==> config.mk <==
export PLATFORM = sky130hd
export DESIGN_NAME = traffic_phase_sched_flat
export DESIGN_NICKNAME = d
export VERILOG_FILES = /design/src/rtl/traffic_phase_sched_pkg.sv /design/src/rtl/traffic_phase_sched_if.sv /design/src/rtl/traffic_phase_sched_prescaler.sv /design/src/rtl/traffic_phase_sched.sv /design/src/flat_wrapper.sv
export SDC_FILE = /design/constraint.sdc
export NUM_CORES = 1
export LEC_CHECK = 0
export CAP_MARGIN = 25
export CORE_UTILIZATION = 32
export CTS_CLUSTER_SIZE = 14
export DETAILED_ROUTE_END_ITERATION = 6
export SYNTH_ARGS = -nofsm -noshare
export SYNTH_HDL_FRONTEND = slang
export SYNTH_HIERARCHICAL = 1
export SYNTH_SLANG_ARGS = --single-unit
==> constraint.sdc <==
create_clock -name clk -period 6.07 [get_ports clk]
set_input_delay 0.607 -clock clk [delete_from_list [all_inputs] [get_ports clk]]
set_output_delay 0.607 -clock clk [all_outputs]
set_load 0.01 [all_outputs]
==> src/rtl/traffic_phase_sched_pkg.sv <==
// Shared definitions for the intersection phase scheduler: phase codes,
// lamp encodings and small decode helpers used by the scheduler.
package traffic_pkg;

   // Phase codes double as the debug "phase" output value.
   typedef enum logic [2:0] {
      MAIN_G  = 3'd0,
      MAIN_Y  = 3'd1,
      AR_M    = 3'd2,
      CROSS_G = 3'd3,
      CROSS_Y = 3'd4,
      AR_C    = 3'd5,
      PED     = 3'd6
   } state_t;

   // One-hot lamp encodings, bit order {R,Y,G}.
   localparam logic [2:0] LIGHT_R = 3'b100;
   localparam logic [2:0] LIGHT_Y = 3'b010;
   localparam logic [2:0] LIGHT_G = 3'b001;

   // Main-road lamp for a given phase; red whenever main does not own the road.
   function automatic logic [2:0] main_light(input state_t s);
      case (s)
         MAIN_G:  return LIGHT_G;
         MAIN_Y:  return LIGHT_Y;
         default: return LIGHT_R;
      endcase
   endfunction

   // Cross-road lamp for a given phase; red whenever cross does not own the road.
   function automatic logic [2:0] cross_light(input state_t s);
      case (s)
         CROSS_G: return LIGHT_G;
         CROSS_Y: return LIGHT_Y;
         default: return LIGHT_R;
      endcase
   endfunction

endpackage

==> src/rtl/traffic_phase_sched_if.sv <==
// Request/lamp bundle between the intersection environment and the scheduler.
// The environment (master) drives the requests; the scheduler (slave) drives
// the lamps, walk signal, acknowledge pulse and debug phase code.
interface traffic_phase_sched_if;

   logic       car_cross;
   logic       ped_req;
   logic [2:0] light_main;
   logic [2:0] light_cross;
   logic       walk;
   logic       ped_ack;
   logic [2:0] phase;

   modport master (
      output car_cross,
      output ped_req,
      input  light_main,
      input  light_cross,
      input  walk,
      input  ped_ack,
      input  phase
   );

   modport slave (
      input  car_cross,
      input  ped_req,
      output light_main,
      output light_cross,
      output walk,
      output ped_ack,
      output phase
   );

endinterface

==> src/rtl/traffic_phase_sched_prescaler.sv <==
// Timing-tick prescaler: counts 0..CLK_DIV-1 and flags the last count as a
// tick. A clear restarts the count so every phase starts on a fresh tick period.
module tick_prescaler #(
   parameter int CLK_DIV = 50_000_000
) (
   input  logic clk,
   input  logic rst,
   input  logic clr,
   output logic tick
);

   localparam int            CW   = (CLK_DIV > 1) ? $clog2(CLK_DIV) : 1;
   localparam logic [CW-1:0] LAST = CW'(CLK_DIV - 1);

   logic [CW-1:0] cnt_q;
   logic [CW-1:0] cnt_d;

   assign tick = (cnt_q == LAST);

   // Next count: wrap after the tick, restart on a phase change.
   always_comb begin
      cnt_d = cnt_q + CW'(1);
      if (clr || (cnt_q == LAST)) begin
         cnt_d = '0;
      end
   end

   // Count register.
   always_ff @(posedge clk) begin
      if (rst) begin
         cnt_q <= '0;
      end else begin
         cnt_q <= cnt_d;
      end
   end

endmodule

==> src/rtl/traffic_phase_sched.sv <==
// Intersection phase scheduler. Main road owns green by default; cross-road
// cars and pedestrians are latched as pending requests and served through
// yellow and all-red clearance phases. Phase lengths are counted in ticks.
module traffic_phase_sched
   import traffic_pkg::*;
#(
   parameter int CLK_DIV   = 50_000_000,
   parameter int TW        = 5,
   parameter int MAIN_MIN  = 10,
   parameter int CROSS_MIN = 5,
   parameter int CROSS_MAX = 15,
   parameter int YEL       = 3,
   parameter int ALLRED    = 1,
   parameter int WALK      = 6
) (
   input  logic                  clk,
   input  logic                  rst,
   traffic_phase_sched_if.slave  bus
);

   // Phase timer compare points: a phase of N ticks expires on the tick seen
   // while the timer still reads N-1.
   localparam logic [TW-1:0] TMAX         = '1;
   localparam logic [TW-1:0] MAIN_MIN_M1  = TW'(MAIN_MIN - 1);
   localparam logic [TW-1:0] CROSS_MIN_M1 = TW'(CROSS_MIN - 1);
   localparam logic [TW-1:0] CROSS_MAX_M1 = TW'(CROSS_MAX - 1);
   localparam logic [TW-1:0] YEL_M1       = TW'(YEL - 1);
   localparam logic [TW-1:0] ALLRED_M1    = TW'(ALLRED - 1);
   localparam logic [TW-1:0] WALK_M1      = TW'(WALK - 1);

   state_t        state_q;
   state_t        state_d;
   logic [TW-1:0] timer_q;
   logic [TW-1:0] timer_d;
   logic          car_pend_q;
   logic          car_pend_d;
   logic          ped_pend_q;
   logic          ped_pend_d;
   logic          ped_ack_q;
   logic          ped_ack_d;

   logic          tick;
   logic          changed;
   logic          car_any;
   logic          ped_any;

   // A request on the deciding cycle itself still counts via the live input.
   assign car_any = car_pend_q | bus.car_cross;
   assign ped_any = ped_pend_q | bus.ped_req;
   assign changed = (state_d != state_q);

   tick_prescaler #(
      .CLK_DIV (CLK_DIV)
   ) u_prescaler (
      .clk  (clk),
      .rst  (rst),
      .clr  (changed),
      .tick (tick)
   );

   // Next phase: all transitions are taken on a tick only.
   always_comb begin
      state_d = state_q;
      if (tick) begin
         unique case (state_q)
            MAIN_G: begin
               if ((timer_q >= MAIN_MIN_M1) && (car_any || ped_any)) begin
                  state_d = MAIN_Y;
               end
            end
            MAIN_Y: begin
               if (timer_q == YEL_M1) begin
                  state_d = AR_M;
               end
            end
            AR_M: begin
               // Cars win over pedestrians here; the pedestrian is then served
               // straight after the cross phase, so it waits at most one.
               if (timer_q == ALLRED_M1) begin
                  if (car_any) begin
                     state_d = CROSS_G;
                  end else if (ped_any) begin
                     state_d = PED;
                  end else begin
                     state_d = MAIN_G;
                  end
               end
            end
            CROSS_G: begin
               if ((timer_q == CROSS_MAX_M1) ||
                   ((timer_q >= CROSS_MIN_M1) && !bus.car_cross)) begin
                  state_d = CROSS_Y;
               end
            end
            CROSS_Y: begin
               if (timer_q == YEL_M1) begin
                  state_d = AR_C;
               end
            end
            AR_C: begin
               if (timer_q == ALLRED_M1) begin
                  state_d = ped_any ? PED : MAIN_G;
               end
            end
            PED: begin
               if (timer_q == WALK_M1) begin
                  state_d = MAIN_G;
               end
            end
            default: begin
               state_d = MAIN_G;
            end
         endcase
      end
   end

   // Phase register.
   always_ff @(posedge clk) begin
      if (rst) begin
         state_q <= MAIN_G;
      end else begin
         state_q <= state_d;
      end
   end

   // Timer, pending-request latches and acknowledge: next values.
   always_comb begin
      timer_d = timer_q;
      if (changed) begin
         timer_d = '0;
      end else if (tick && (timer_q != TMAX)) begin
         timer_d = timer_q + TW'(1);
      end

      // Cars seen while cross owns the road are served by the running phase.
      car_pend_d = car_pend_q;
      if (bus.car_cross && (state_q != CROSS_G) && (state_q != CROSS_Y)) begin
         car_pend_d = 1'b1;
      end
      if ((state_d == CROSS_G) && (state_q != CROSS_G)) begin
         car_pend_d = 1'b0;
      end

      // Presses during the walk phase are dropped, not queued.
      ped_pend_d = ped_pend_q;
      if (bus.ped_req && (state_q != PED)) begin
         ped_pend_d = 1'b1;
      end
      if ((state_d == PED) && (state_q != PED)) begin
         ped_pend_d = 1'b0;
      end

      ped_ack_d = (state_d == PED) && (state_q != PED);
   end

   // Timer, pending-request latches and acknowledge registers.
   always_ff @(posedge clk) begin
      if (rst) begin
         timer_q    <= '0;
         car_pend_q <= 1'b0;
         ped_pend_q <= 1'b0;
         ped_ack_q  <= 1'b0;
      end else begin
         timer_q    <= timer_d;
         car_pend_q <= car_pend_d;
         ped_pend_q <= ped_pend_d;
         ped_ack_q  <= ped_ack_d;
      end
   end

   // Moore output decode straight from the phase register.
   always_comb begin
      bus.light_main  = main_light(state_q);
      bus.light_cross = cross_light(state_q);
      bus.walk        = (state_q == PED);
      bus.ped_ack     = ped_ack_q;
      bus.phase       = state_q;
   end

endmodule

==> src/flat_wrapper.sv <==
// flat-port wrapper written by rule: the top's interface ports become plain ports
module traffic_phase_sched_flat import traffic_pkg::*;
#(
   parameter int CLK_DIV   = 50_000_000,
   parameter int TW        = 5,
   parameter int MAIN_MIN  = 10,
   parameter int CROSS_MIN = 5,
   parameter int CROSS_MAX = 15,
   parameter int YEL       = 3,
   parameter int ALLRED    = 1,
   parameter int WALK      = 6
)
  (clk, rst, bus_car_cross, bus_ped_req, bus_light_main, bus_light_cross, bus_walk, bus_ped_ack, bus_phase);
  traffic_phase_sched_if bus_i ();
  input  logic clk;
  input  logic rst;
  input wire logic [$bits(bus_i.car_cross)-1:0] bus_car_cross;
  input wire logic [$bits(bus_i.ped_req)-1:0] bus_ped_req;
  output wire logic [$bits(bus_i.light_main)-1:0] bus_light_main;
  output wire logic [$bits(bus_i.light_cross)-1:0] bus_light_cross;
  output wire logic [$bits(bus_i.walk)-1:0] bus_walk;
  output wire logic [$bits(bus_i.ped_ack)-1:0] bus_ped_ack;
  output wire logic [$bits(bus_i.phase)-1:0] bus_phase;
  assign bus_i.car_cross = bus_car_cross;
  assign bus_i.ped_req = bus_ped_req;
  assign bus_light_main = bus_i.light_main;
  assign bus_light_cross = bus_i.light_cross;
  assign bus_walk = bus_i.walk;
  assign bus_ped_ack = bus_i.ped_ack;
  assign bus_phase = bus_i.phase;
  traffic_phase_sched #(.CLK_DIV(CLK_DIV), .TW(TW), .MAIN_MIN(MAIN_MIN), .CROSS_MIN(CROSS_MIN), .CROSS_MAX(CROSS_MAX), .YEL(YEL), .ALLRED(ALLRED), .WALK(WALK)) u_core (.clk(clk), .rst(rst), .bus(bus_i));
endmodule
==> results of run 1 <==
[cell usage after synthesis, types with 2 or more instances]
cell,number
nor2b_1,3
a31oi_1,2
nor4_1,7
nand4_1,6
o21ai_0,4
or3_1,4
o31ai_1,10
a211oi_1,2
nand2_1,15
nor3b_1,2
xnor2_1,11
and2b_2,2
and4_1,3
nor4b_1,2
o211ai_1,3
ha_1,6
nor3_1,8
or4_4,2
and3_1,2
nand3_1,10
o22ai_1,2
a21oi_1,15
buf_2,3
mux2i_1,2
dfxtp_1,37
nor2_1,33
buf_6,3
xor2_1,5
clkbuf_1,4
a211o_1,4
inv_1,13
or4_1,10
[cell type report]
cell class	instances	area, um^2
Sequential cell	37	741
Clock inverter	1	5.00
Fill cell	653	4010
Clock buffer	7	96.3
Tap cell	77	96.3
Multi-Input combinational cell	200	1350
Timing Repair Buffer	15	148
Inverter	13	48.8
[flip-flops by register name, summed over array words and instances (netlist names)]
register                  count
u_core/ped_pend_q             1
u_core/timer_q                5
u_core/bus.ped_ack            1
u_core/car_pend_q             1
u_core/bus.phase              3
u_core/u_prescaler/cnt_q     26
[layout by cell type (no fill, tap or decap), types with 2 or more instances in the layout]
| cell type | Yosys | layout |
|---|---|---|
| clkbuf_8 | 0 | 7 |
| a211oi_1 | 2 | 2 |
| a31oi_1 | 2 | 2 |
| nor2b_1 | 3 | 3 |
| mux2i_1 | 2 | 2 |
| nand4_1 | 6 | 6 |
| o31ai_1 | 10 | 10 |
| o211ai_1 | 3 | 3 |
| nor3_1 | 8 | 8 |
| a21oi_1 | 15 | 15 |
| o22ai_1 | 2 | 2 |
| a211o_1 | 4 | 4 |
| and4_1 | 3 | 3 |
| xor2_1 | 5 | 5 |
| and3_1 | 2 | 2 |
| inv_1 | 13 | 13 |
| or4_4 | 2 | 2 |
| nand3_1 | 10 | 10 |
| ha_1 | 6 | 6 |
| o21ai_0 | 4 | 4 |
| nor4_1 | 7 | 7 |
| dfxtp_1 | 37 | 37 |
| nor2_1 | 33 | 33 |
| xnor2_1 | 11 | 11 |
| nand2_1 | 15 | 15 |
| or4_1 | 10 | 10 |
| or3_1 | 4 | 4 |
| clkdlybuf4s50_1 | 0 | 14 |
| nor4b_1 | 2 | 2 |
| and2b_2 | 2 | 2 |
| nor3b_1 | 2 | 2 |
[worst paths after layout]
check                                                    end  slack [ps]  cells after the start
worst min register to register   u_core/u_prescaler/cnt_q[0]         480                      1
worst min-delay path             u_core/u_prescaler/cnt_q[0]         480                      1
worst max-delay path            u_core/u_prescaler/cnt_q[20]        2900                     11
worst max register to register  u_core/u_prescaler/cnt_q[20]        2900                     11
[through the flow]
stage                     area [um^2]  hold slack, ps  utilization  setup WS [ps]
after global routing             2480             509        0.382           2640
after floorplan                  2200             440            -           3430
after global placement           2380             454        0.367           2870
after CTS                        2480             485        0.382           2940
final                            2480             479        0.382           2900
after detailed placement         2380             471        0.367           2890
[report_power, final]
| group | switching (mW) | internal, mW | total (mW) |
|---|---|---|---|
| clock network | 0.0895 | 0.103 | 0.192 |
| logic | 0.00865 | 0.00631 | 0.0150 |
| registers | 0.00289 | 0.245 | 0.248 |
| total | 0.101 | 0.354 | 0.455 |
[logic make-up (layout without fill, tap and decap cells)]
family | after synthesis | after routing | synth area share
mux | 2 | 2 | 0.00909
fa+ha+maj | 6 | 6 | 0.0341
flops | 37 | 37 | 0.336
simple gates | 122 | 122 | 0.325
xor+xnor | 16 | 16 | 0.0636
buf+inv | 23 | 36 | 0.0511
compound gates | 54 | 54 | 0.181
[worst max-delay path, delay by kind of cell (launching register included)]
| kind | cells | cell delay (ps) |
|---|---|---|
| AOI/OAI and AO/OA | 4 | 880 |
| adders and majority gates | 1 | 230 |
| buffers and inverters | 1 | 230 |
| DFF | 1 | 400 |
| and+or+nand+nor | 5 | 1370 |
[metal layers]
metal  track usage  wire length (um)
met1         0.187              2340
met2         0.218              2130
met3        0.0370               257
met4        0.0416                64
met5             0                 0
==> run_summary.xml, run 1 <==
<?xml version="1.0" encoding="UTF-8"?>
<metrics>
  <group name="status">
    <metric name="run_status" unit="">complete, but fails checks</metric>
    <metric name="violated_checks" unit="">DRC</metric>
  </group>
  <group name="detailed_routing">
    <metric name="post_drt_via_cell_ratio" unit="">5.69</metric>
    <metric name="dr_total_vias" unit="">1993</metric>
    <metric name="drt_first_iter_violations" unit="">89</metric>
    <metric name="drt_wl_total" unit="um">4790</metric>
    <metric name="detail_route.first_pass.iterations" unit="">6</metric>
    <metric name="drt.antenna.violating_nets" unit="">0</metric>
    <metric name="detail_route.wl_per_cell" unit="um">13.7</metric>
    <metric name="route.detailed.drc" unit="">3</metric>
  </group>
  <group name="synth">
    <metric name="netlist_instances" unit="">260</metric>
    <metric name="mappedNetlistNets" unit="">270</metric>
    <metric name="synth.area.top_cells" unit="">dfxtp_1, nor2_1, xnor2_1, a21oi_1, ha_1</metric>
    <metric name="yosys.area.top_type_share" unit="">0.336</metric>
    <metric name="syn-cell-area" unit="um^2">2200</metric>
    <metric name="seq_area_frac_synth" unit="">0.336</metric>
    <metric name="synth_edf_count" unit="">0</metric>
    <metric name="ys_warn_count" unit="">6</metric>
    <metric name="synth-main-ff-cell" unit="">dfxtp_1</metric>
    <metric name="synth_area_leader_cell" unit="">dfxtp_1</metric>
    <metric name="syn_area_per_cell" unit="um^2">8.47</metric>
    <metric name="synth_cell_type_count" unit="">57</metric>
    <metric name="postSynthRegisterBits" unit="">37</metric>
    <metric name="postSynth.asyncResetShare" unit="">0</metric>
  </group>
  <group name="setup_path">
    <metric name="critical_path.max_stage_delay" unit="ps">480</metric>
    <metric name="worst-setup-path-type" unit="">reg -&gt; reg</metric>
    <metric name="beginning_of_the_critical_path" unit="">u_core/u_prescaler/cnt_q[0]</metric>
    <metric name="critical_path.startpoint_type" unit="">register</metric>
    <metric name="worst_ep_required_time" unit="ps">6290</metric>
    <metric name="crit_fanout" unit="">26</metric>
    <metric name="worst_path_max_delay_cell" unit="">nor2_1</metric>
    <metric name="critical_path_arrival" unit="ps">3400</metric>
    <metric name="reg_to_reg_critical_path_startpoint" unit="">u_core/u_prescaler/cnt_q[0]</metric>
    <metric name="worstSetupEndpointType" unit="">register</metric>
    <metric name="cp_cell_sequence" unit="">ha_1 -&gt; and3_1 -&gt; nand4_1 -&gt; nor2_1 -&gt; o311ai_0 -&gt; and3_1 -&gt; a211o_1 -&gt; nor2_1 -&gt; o31ai_2 -&gt; buf_4 -&gt; a21oi_1</metric>
  </group>
  <group name="power">
    <metric name="leakage" unit="nW">0.840</metric>
    <metric name="p_total" unit="mW">0.455</metric>
    <metric name="power-per-cell-area" unit="nW/um^2">183</metric>
    <metric name="peakVddDrop" unit="mV">0.155</metric>
  </group>
  <group name="placed_design">
    <metric name="io_buffers" unit="">14</metric>
    <metric name="place.gp.congestion" unit="">0.902</metric>
    <metric name="dpl.cell_count" unit="">342</metric>
    <metric name="detailed_place_hpwl" unit="um">3340</metric>
  </group>
  <group name="timing">
    <metric name="setup_viol_count_final" unit="">0</metric>
    <metric name="report.final.hold_viol_count" unit="">0</metric>
    <metric name="rsz0062_at_grt" unit="">no</metric>
    <metric name="maxSlewHeadroom" unit="">0.517</metric>
    <metric name="timing_worst_slew_pin_value" unit="ps">714</metric>
    <metric name="layout_worst_path_cycle_share" unit="">0.523</metric>
    <metric name="finalSetupTns" unit="ps">0</metric>
    <metric name="achievable-frequency" unit="MHz">315</metric>
    <metric name="final.min_clock_period" unit="ps">3170</metric>
    <metric name="count_of_final_max_slew_check_failures" unit="">0</metric>
    <metric name="worst_clk_skew" unit="ps">6.31</metric>
  </group>
  <group name="floorplanning">
    <metric name="die_area" unit="um^2">7220</metric>
    <metric name="placementRows" unit="">29</metric>
    <metric name="floorplan.die.height" unit="um">85.0</metric>
    <metric name="core_area" unit="um^2">6490</metric>
    <metric name="initial_core_util" unit="">0.339</metric>
    <metric name="die-width" unit="um">85.0</metric>
    <metric name="floorplan.io_pins" unit="">15</metric>
  </group>
  <group name="cts">
    <metric name="clkSlewWorstSetupHoldPaths" unit="ps">80</metric>
    <metric name="cts-root-buf" unit="">clkbuf_8</metric>
    <metric name="tritoncts_clock_tree" unit="">yes</metric>
    <metric name="max-clock-path-buffers" unit="">2</metric>
    <metric name="number_of_clock_sinks" unit="">37</metric>
    <metric name="ctsResizeCount" unit="">0</metric>
    <metric name="buffers_inserted_during_post_cts_setup_optimization" unit="">0</metric>
    <metric name="cts-htree-levels" unit="">2</metric>
    <metric name="worst_skew_pair_latency" unit="ps">290</metric>
    <metric name="cts-hold-fix-buffers" unit="">0</metric>
    <metric name="cts_inserted_buffers" unit="">5</metric>
  </group>
  <group name="grt">
    <metric name="grtUsageTotal" unit="">0.139</metric>
    <metric name="grt_max_degree" unit="">27</metric>
    <metric name="antenna_found_initial" unit="">0</metric>
    <metric name="first_global_vias" unit="">1854</metric>
    <metric name="grt_remaining_overflow" unit="">0</metric>
    <metric name="grt_first_pass_wirelength" unit="um">8300</metric>
  </group>
  <group name="layout">
    <metric name="final_net_count" unit="">282</metric>
    <metric name="area_growth" unit="%">12.8</metric>
    <metric name="post_layout_nonfiller_instances" unit="">350</metric>
    <metric name="antenna_cells_inserted" unit="">0</metric>
    <metric name="share_of_cells_above_drive_strength_1" unit="">0.0952</metric>
  </group>
  <group name="flow_run">
    <metric name="max-cap-violations" unit="">0</metric>
  </group>
  <group name="hold_path">
    <metric name="worstHoldStart" unit="">u_core/u_prescaler/cnt_q[0]</metric>
    <metric name="worst_hold_path_type" unit="">reg -&gt; reg</metric>
  </group>
</metrics>
Power figures use the tool's default switching activity.
==> run 2, diff against run 1 <==
==> constraint.sdc (replaced) <==
create_clock -name clk -period 2.9 [get_ports clk]
set_input_delay 0.29 -clock clk [delete_from_list [all_inputs] [get_ports clk]]
set_output_delay 0.29 -clock clk [all_outputs]
set_load 0.01 [all_outputs]
==> run 2 against run 1 <==
Against the previous run:
- the run still ends with DRC left
- clock skew increased by 5.1 ps
- count of clock-buffer cells in the layout decreased by 2
- largest power group unchanged
- largest cell class unchanged
- core utilization increased by 1.3 points
- non-clock buffer count increased by 10
- clock power increased by 93%
- global-route usage increased by 0.47 points
- critical path depth unchanged
- worst hold slack improved by 7.6 ps
- die area unchanged
- maximum frequency increased by 21%
- register-to-register slack got worse by 2600 ps
- critical path type unchanged
- first-iteration DRC count increased by 25%
==> run_summary.xml, run 2 (same netlist as run 1, synthesis figures left out) <==
<?xml version="1.0" encoding="UTF-8"?>
<metrics>
  <group name="grt">
    <metric name="grt_max_degree" unit="">27</metric>
    <metric name="top_usage_layer" unit="">met2</metric>
    <metric name="global_route.usage.met3" unit="">0.0389</metric>
    <metric name="use_met2" unit="">0.235</metric>
    <metric name="first_global_vias" unit="">1886</metric>
    <metric name="antenna_found_initial" unit="">0</metric>
    <metric name="grt_first_pass_wirelength" unit="um">8460</metric>
    <metric name="global_route.usage.met1" unit="">0.186</metric>
    <metric name="grtUsageTotal" unit="">0.144</metric>
    <metric name="grt_remaining_overflow" unit="">0</metric>
  </group>
  <group name="placed_design">
    <metric name="detailed_place_hpwl" unit="um">3480</metric>
    <metric name="io_buffers" unit="">14</metric>
    <metric name="place.gp.congestion" unit="">0.896</metric>
    <metric name="placement.cell_area" unit="um^2">2470</metric>
    <metric name="detailedPlace.worstSlack" unit="ps">180</metric>
  </group>
  <group name="layout">
    <metric name="area_growth" unit="%">16.5</metric>
    <metric name="finalInstanceArea" unit="um^2">2570</metric>
    <metric name="antenna_cells_inserted" unit="">0</metric>
    <metric name="share_of_cells_above_drive_strength_1" unit="">0.131</metric>
    <metric name="max_flop_register" unit="">u_core/u_prescaler/cnt_q</metric>
    <metric name="final_cell_mix" unit="">dfxtp_1, nor2_1, nand2_1, a21oi_1, clkdlybuf4s50_1</metric>
    <metric name="mostFrequentLayoutCell" unit="">dfxtp_1</metric>
    <metric name="largest_register_ffs" unit="">26</metric>
    <metric name="layout.filler_cells" unit="">638</metric>
    <metric name="final_net_count" unit="">292</metric>
  </group>
  <group name="cts">
    <metric name="cts_inserted_buffers" unit="">5</metric>
    <metric name="buffers_inserted_during_post_cts_setup_optimization" unit="">0</metric>
    <metric name="tritoncts_clock_tree" unit="">yes</metric>
    <metric name="cts-hold-fix-buffers" unit="">0</metric>
    <metric name="cts-root-buf" unit="">clkbuf_8</metric>
    <metric name="max-clock-path-buffers" unit="">2</metric>
    <metric name="clkSlewWorstSetupHoldPaths" unit="ps">80</metric>
    <metric name="cts-htree-levels" unit="">2</metric>
    <metric name="number_of_clock_sinks" unit="">37</metric>
    <metric name="worst_skew_pair_latency" unit="ps">300</metric>
    <metric name="ctsResizeCount" unit="">0</metric>
  </group>
  <group name="setup_path">
    <metric name="critical_path_arrival" unit="ps">2810</metric>
    <metric name="critical_path.max_stage_delay" unit="ps">490</metric>
    <metric name="cp_common_cell" unit="">nor2_1</metric>
    <metric name="reg_to_reg_critical_path_startpoint" unit="">u_core/timer_q[1]</metric>
    <metric name="worst_path_max_delay_cell" unit="">or4b_4</metric>
    <metric name="beginning_of_the_critical_path" unit="">u_core/timer_q[1]</metric>
    <metric name="cp_top_family" unit="">simple AND/OR/NAND/NOR gates</metric>
    <metric name="critical_path.startpoint_type" unit="">register</metric>
    <metric name="cp_cell_sequence" unit="">inv_1 -&gt; ha_1 -&gt; or4b_4 -&gt; or4_1 -&gt; o211a_2 -&gt; o22ai_1 -&gt; a211o_1 -&gt; nor2_1 -&gt; o31ai_2 -&gt; buf_12 -&gt; nor2_1</metric>
    <metric name="worstSetupEndpointType" unit="">register</metric>
    <metric name="worst_ep_required_time" unit="ps">3090</metric>
    <metric name="cp.buffers_inverters" unit="">2</metric>
    <metric name="worst-setup-path-type" unit="">reg -&gt; reg</metric>
    <metric name="crit_fanout" unit="">26</metric>
  </group>
  <group name="timing">
    <metric name="rsz0062_at_grt" unit="">no</metric>
    <metric name="layout_worst_path_cycle_share" unit="">0.904</metric>
    <metric name="count_of_final_max_slew_check_failures" unit="">0</metric>
    <metric name="final.min_clock_period" unit="ps">2620</metric>
    <metric name="worst_clk_skew" unit="ps">11.4</metric>
    <metric name="fin_ws" unit="ps">279</metric>
    <metric name="report.final.hold_viol_count" unit="">0</metric>
    <metric name="achievable-frequency" unit="MHz">382</metric>
    <metric name="maxSlewHeadroom" unit="">0.641</metric>
    <metric name="setup_viol_count_final" unit="">0</metric>
    <metric name="finalSetupTns" unit="ps">0</metric>
    <metric name="timing_worst_slew_pin_value" unit="ps">538</metric>
  </group>
  <group name="detailed_routing">
    <metric name="post_drt_via_cell_ratio" unit="">5.45</metric>
    <metric name="drt_first_iter_violations" unit="">111</metric>
    <metric name="drt.antenna.violating_nets" unit="">0</metric>
    <metric name="drt_wl_total" unit="um">4900</metric>
    <metric name="detail_route.wl_per_cell" unit="um">13.6</metric>
    <metric name="detail_route.first_pass.iterations" unit="">6</metric>
    <metric name="route.detailed.drc" unit="">3</metric>
    <metric name="dr_total_vias" unit="">1961</metric>
  </group>
  <group name="floorplanning">
    <metric name="die-width" unit="um">85.0</metric>
    <metric name="die_area" unit="um^2">7220</metric>
    <metric name="placementRows" unit="">29</metric>
    <metric name="floorplan.io_pins" unit="">15</metric>
    <metric name="core_area" unit="um^2">6490</metric>
    <metric name="initial_core_util" unit="">0.339</metric>
    <metric name="floorplan.die.height" unit="um">85.0</metric>
  </group>
  <group name="power">
    <metric name="peakVddDrop" unit="mV">0.285</metric>
    <metric name="leakage" unit="nW">0.889</metric>
    <metric name="p_total" unit="mW">0.927</metric>
    <metric name="power-per-cell-area" unit="nW/um^2">361</metric>
  </group>
  <group name="flow_run">
    <metric name="max-cap-violations" unit="">0</metric>
  </group>
  <group name="hold_path">
    <metric name="worstHoldStart" unit="">u_core/u_prescaler/cnt_q[25]</metric>
    <metric name="worst_hold_path_type" unit="">reg -&gt; reg</metric>
  </group>
  <group name="status">
    <metric name="run_status" unit="">complete, but fails checks</metric>
    <metric name="violated_checks" unit="">DRC</metric>
  </group>
</metrics>
## run 2: layout make-up
type | instances | area [um^2] | share of cell area
clock buffers | 5 | 68.8 | 0.0268
clock inverters | 3 | 21.3 | 0.00829
inverters | 13 | 48.8 | 0.0190
multi-input cells | 200 | 1360 | 0.528
flip-flops and latches | 37 | 741 | 0.289
well taps | 77 | 96.3 | 0.0375
repair buffers | 25 | 235 | 0.0917
## run 2: through the flow
step | utilization | hold WS [ps] | instances
floorplan | - | 362 | 260
global placement | 0.380 | 459 | 352
detailed placement | 0.380 | 472 | 352
CTS | 0.394 | 486 | 360
global route | 0.395 | 520 | 360
finish | 0.395 | 487 | 360
## run 2: worst paths after layout
kind | cells after the start | slack [ps] | endpoint
worst max-delay path | 11 | 280 | u_core/u_prescaler/cnt_q[7]
worst min-delay path | 2 | 490 | u_core/u_prescaler/cnt_q[25]
worst max register to register | 11 | 280 | u_core/u_prescaler/cnt_q[7]
worst min register to register | 2 | 490 | u_core/u_prescaler/cnt_q[25]
## run 2: routing by layer
metal | routed length [um] | part of all wire | vias to the layer above
met1 | 2370 | 0.48 | 902
met4 | 35 | 0.0071 | 0
li1 | - | - | 1017
met2 | 2250 | 0.46 | 37
met3 | 243 | 0.050 | 5
met5 | 0 | 0 | -
## run 2: worst reg2reg max path, stage by stage, from the launching register on
cell and delay (ps):
dfxtp_1 350, inv_1 100, ha_1 160, or4b_4 490, or4_1 480, o211a_2 200, o22ai_1 170, a211o_1 150
nor2_1 50, o31ai_2 100, buf_12 210, nor2_1 60
## run 2: power by group
part	internal, mW	total [mW]	switching, mW
sequential	0.513	0.519	0.00564
combinational	0.0170	0.0368	0.0198
clock	0.171	0.371	0.201
==> run 3, diff against run 2 <==
--- a/config.mk
+++ b/config.mk
@@ -9,6 +9,7 @@
 export CORE_UTILIZATION = 32
 export CTS_CLUSTER_SIZE = 14
 export DETAILED_ROUTE_END_ITERATION = 6
+export SKIP_LAST_GASP = 1
 export SYNTH_ARGS = -nofsm -noshare
 export SYNTH_HDL_FRONTEND = slang
 export SYNTH_HIERARCHICAL = 1
==> results of run 3 <==
No change in the layout: final DEF, timing and power equal those of run 2.
